--- src/rtl/multiplier.sv ---
// Two-stage 32x32 unsigned multiplier with one operation per cycle.
// Ports: clk, reset (async high), op1/op2/en in; res[64:0]/val/overflow out.
module multiplier (
  input  logic        clk,
  input  logic        reset,
  input  logic [31:0] op1,
  input  logic [31:0] op2,
  input  logic        en,
  output logic [64:0] res,
  output logic        val,
  output logic        overflow
);

  logic [31:0] pp_ll_q, pp_ll_d;
  logic [31:0] pp_lh_q, pp_lh_d;
  logic [31:0] pp_hl_q, pp_hl_d;
  logic [31:0] pp_hh_q, pp_hh_d;
  logic        v1_q, v1_d;

  logic [64:0] res_q, res_d;
  logic        val_q, val_d;
  logic        ovf_q, ovf_d;

  logic [63:0] prod;

  always_comb begin
    pp_ll_d = pp_ll_q;
    pp_lh_d = pp_lh_q;
    pp_hl_d = pp_hl_q;
    pp_hh_d = pp_hh_q;
    v1_d    = en;
    if (en) begin
      pp_ll_d = op1[15:0]  * op2[15:0];
      pp_lh_d = op1[15:0]  * op2[31:16];
      pp_hl_d = op1[31:16] * op2[15:0];
      pp_hh_d = op1[31:16] * op2[31:16];
    end
  end

  always_ff @(posedge clk or posedge reset) begin
    if (reset) begin
      pp_ll_q <= '0;
      pp_lh_q <= '0;
      pp_hl_q <= '0;
      pp_hh_q <= '0;
      v1_q    <= 1'b0;
    end else begin
      pp_ll_q <= pp_ll_d;
      pp_lh_q <= pp_lh_d;
      pp_hl_q <= pp_hl_d;
      pp_hh_q <= pp_hh_d;
      v1_q    <= v1_d;
    end
  end

  // Cross terms sit at bit 16; the full sum never exceeds 64 bits.
  assign prod = {32'b0, pp_ll_q}
              + {16'b0, pp_lh_q, 16'b0}
              + {16'b0, pp_hl_q, 16'b0}
              + {pp_hh_q, 32'b0};

  always_comb begin
    res_d = res_q;
    ovf_d = ovf_q;
    val_d = v1_q;
    if (v1_q) begin
      res_d = {1'b0, prod};
      ovf_d = |prod[63:32];
    end
  end

  always_ff @(posedge clk or posedge reset) begin
    if (reset) begin
      res_q <= '0;
      val_q <= 1'b0;
      ovf_q <= 1'b0;
    end else begin
      res_q <= res_d;
      val_q <= val_d;
      ovf_q <= ovf_d;
    end
  end

  assign res      = res_q;
  assign val      = val_q;
  assign overflow = ovf_q;

endmodule

--- config.mk ---
export PLATFORM = sky130hd
export DESIGN_NAME = multiplier
export DESIGN_NICKNAME = d
export VERILOG_FILES = /design/src/rtl/multiplier.sv
export SDC_FILE = /design/constraint.sdc
export NUM_CORES = 2
export LEC_CHECK = 0
export ABC_AREA = 1
export BUFFER_PORTS_ARGS = -buffer_cell sky130_fd_sc_hd__buf_2
export CORE_MARGIN = 2
export CORE_UTILIZATION = 50
export DETAILED_ROUTE_END_ITERATION = 8
export PLACE_DENSITY = 0.66
export SYNTH_ARGS = -nofsm -noshare
export SYNTH_HDL_FRONTEND = slang
export SYNTH_SLANG_ARGS = --single-unit
--- constraint.sdc ---
create_clock -name clk -period 8 [get_ports clk]
set_input_delay 1.6 -clock clk [delete_from_list [all_inputs] [get_ports clk]]
set_output_delay 1.6 -clock clk [all_outputs]
set_load 0.01 [all_outputs]
==> summary.md <==
| Metric | Value |
|---|---|
| Status | completed |
| Routed vias | 38200 |
| Max clock buf depth | 2 |
| DR iter-0 viols | just over 3000 |
| Die width | 308 um |
| Multi-input logic area | between 30000 and 40000 sq um |
| Final Wtd Congestion | 0.933 |
| FF+latch area | ~4900 sq um |
| Post-route minimum period | 7180 ps |
| FMAX | 0.139 GHz |
| Number of fill cells | 8935 |
| Routed len/inst | 18.1 um |
| Syn Nets | 7500 |
| Vias in the first global route | 39800 |
| Starting Density | ~50% |
| Row count | 111 |
| FF-to-FF setup slack | 4380 ps |
| Post-Route WL | 134000 um |
| Worst hold path type | reg2reg |
| Period utilization | 89.8% |
| Synth cell types | between 40 and 50 |
| Worst reg2reg path endpoint | overflow$_DFFE_PP0P_ |
| First-pass GRT wire length | 217000 um |
| Placed wire-length estimate | 110000 um |
| ANT nets after route | 0 |
| Area delta synth->final | 6.16% |
| FFs w/ async S/R, synth | 100% |
| Clk sinks | 195 |
| Largest net degree at the start of global routing | about 110 |
| Max-slew violations | 0 |
| Global route overflow | 0 |
| Clk root buf | clkbuf_16 |
| DIE AREA | roughly 95000 sq um |
| Hold Startpoint | res[2]$_DFFE_PP0P_ |
| Post-synthesis cell area | 46100 sq um |
| Average cell area after synthesis | around 7.5 sq um |
| Core footprint | ~92000 sq um |
| Critical path peak fanout | 27 |
| First-pass DRT Iterations | 6 |
| Worst reg-to-reg path cell count | 20 |
| Number of CTS-inserted buffers | 17 |
| Fraction of layout cells with a size suffix above 1 | roughly 5.7% |
| Max Cap Violations | 0 |
| Slew HR | 25.9% |
| Sequential fraction of the synthesis area | 10.6% |
| Worst hold slack | 475 ps |
| Warnings from Yosys | 0 |
| Die Y | 308 um |
| Slew @ Worst Pin | between 1000 and 1500 ps |
| Most common flop cell mapped by yosys | dfrtp_1 |
| CTS tree | built |
| Drt via density | 5.15 |
| Arrival @ worst endpoint | roughly 7500 ps |
| Post-CTS Setup Repair Bufs | 0 |
| Crit path launch type | input port |
| Antenna violations before repair | 4 |
| Final Hold Viols | 0 |
| Worst-path clk slew | 80 ps |
| Cell taking the most area after synthesis | fa_1 |
| DR DRC count | 0 |
| CP Data Required Time | slightly above 8000 ps |
| WHS Endpoint | res[2]$_DFFE_PP0P_ |
| Post-synth top area share | 35.1% |
| GRT Util Overall | 29.6% |
| Post-Synthesis Cells | between 6000 and 7000 |
| Register bit total from synthesis | 195 |
| Area contributors post-synth | fa_1 (35%), nand2_1 (15%), inv_1 (14%) |
| Hold depth | 2 |
| Nets | 7534 |
| RSZ-0062 raised after global routing | no |
| PortBufs | 132 |
| Clock latency on the worst-skew pair | 470 ps |
| CTS resizes | 0 |
| Final setup violation count | 0 |
| Number of synthesized flops with an enable pin | 0 |
| Worst Skew | 14.1 ps |
| Crit path kind | in2reg |
| Crit. End Element | flop |
| H-Tree Depth | 4 |
| Hold_buf cts | 0 |
| I/O pins | 134 |
| Reg2Reg Launch Point | pp_ll_q[17]$_DFFE_PP0P_ |
| Setup TNS | 0 ps |
==> state kept, by name, indices dropped and copies added, names as in the netlist <==
signal,flops
pp_ll_q,32
pp_hl_q,32
v1_q,1
pp_hh_q,32
val,1
res,64
overflow,1
pp_lh_q,32
==> cell type report <==
| type | instances | area share [%] |
|---|---|---|
| Inverter | 1684 | 12.9 |
| Clock inverter | 14 | 0.312 |
| Multi-Input combinational cell | 4062 | 69.5 |
| Tap cell | 1186 | 3.03 |
| Antenna cell | 3 | 0.0153 |
| Clock buffer | 18 | 0.898 |
| Sequential cell | 195 | 9.98 |
| Timing Repair Buffer | 250 | 3.34 |
==> how the worst max path moves through the flow <==
stage	slack, ps	startpoint	to
5_1_grt	380	op1[7]	pp_ll_q[21]$_DFFE_PP0P_
3_3_place_gp	390	op1[6]	pp_ll_q[18]$_DFFE_PP0P_
6_report	820	op1[10]	pp_lh_q[30]$_DFFE_PP0P_
3_5_place_dp	350	op1[6]	pp_ll_q[18]$_DFFE_PP0P_
2_1_floorplan	1090	reset	overflow$_DFFE_PP0P_
4_1_cts	860	op1[6]	pp_ll_q[18]$_DFFE_PP0P_
==> Yosys cell counts, types with 2 or more instances <==
library cell / instances
nor3_1: 22
or2_0: 2
o21ai_2: 5
o21ai_0: 154
or2_2: 18
xnor2_1: 51
a211oi_1: 5
a221oi_1: 3
and2_1: 3
clkbuf_1: 231
buf_4: 2
nor2_2: 20
o22ai_1: 2
o21bai_1: 16
nand4_1: 29
nand2_2: 7
inv_2: 13
o31ai_1: 10
o21ai_1: 7
a31oi_1: 53
o21a_1: 4
nand3b_1: 7
dfrtp_1: 195
nand3_2: 2
fa_1: 809
a21oi_1: 134
inv_1: 1671
nand2_1: 1844
o211ai_1: 4
ha_1: 448
nor2_1: 222
nor4_1: 5
a21o_1: 20
xor2_1: 36
nand3_1: 109
==> per-layer routing <==
layer / GRT usage (%) / share of wire (%) / up-vias
li1: - / - / 18000
met1: 41.2 / 44 / 18500
met2: 45.7 / 43 / 1480
met3: 6.59 / 9.4 / 213
met4: 9.68 / 3.5 / 2
met5: 0.310 / 0.027 / -
==> kinds of logic after synthesis <==
| group | Yosys count | share of synthesized area [%] |
|---|---|---|
| fa+ha+maj | 1257 | 47.3 |
| xor+xnor | 87 | 1.65 |
| flops | 195 | 10.6 |
| other cells | 1 | 0.00814 |
| compound gates | 423 | 5.18 |
| simple gates | 2294 | 19.6 |
| buf+inv | 1919 | 15.6 |
==> critical path: stages <==
cell and delay, ps:
buf_2 600, buf_4 290, nand2_1 60, inv_1 80
fa_1 430, fa_1 520, inv_1 60, fa_1 400
inv_1 80, fa_1 430, fa_1 490, inv_1 50
fa_1 490, inv_1 40, ha_1 390, nand2_1 80
inv_1 90, nand2_1 80, nor3_1 250, nand4_1 150
nand3_1 200, a31oi_1 120, xor2_1 360, o21ai_0 130
==> layout by cell type, fill, tap and decap left out, types with 6 or more instances in the layout <==
cell type and n:
ha_1 448, nor3_1 22, buf_12 7, inv_6 6, xnor2_1 51, nand2_1 1844, a31oi_1 53, nor2_1 222
a21oi_1 134, fa_1 809, nand2_2 7, nand4_1 29, nor2_2 20, or2_2 18, nand3b_1 7, xor2_1 36
buf_4 112, inv_1 1669, a21o_1 20, o21ai_1 7, nand3_1 109, o21bai_1 16, inv_2 13, o21ai_0 154
o31ai_1 10, clkbuf_16 17, buf_2 131, dfrtp_1 194
==> per-stage QoR <==
stage | instance area (sq um) | setup slack [ps] | std cells | util (%)
after floorplan | 46100 | 1090 | 6176 | -
after global placement | 48300 | 394 | 7377 | 52.8
after detailed placement | 48300 | 353 | 7377 | 52.8
after CTS | 48900 | 856 | 7409 | 53.5
after global routing | 48900 | 384 | 7412 | 53.5
final | 48900 | 817 | 7412 | 53.5
Power is not shown: default switching activity piles up to over one toggle a cycle in this logic, so the estimate is an artifact.
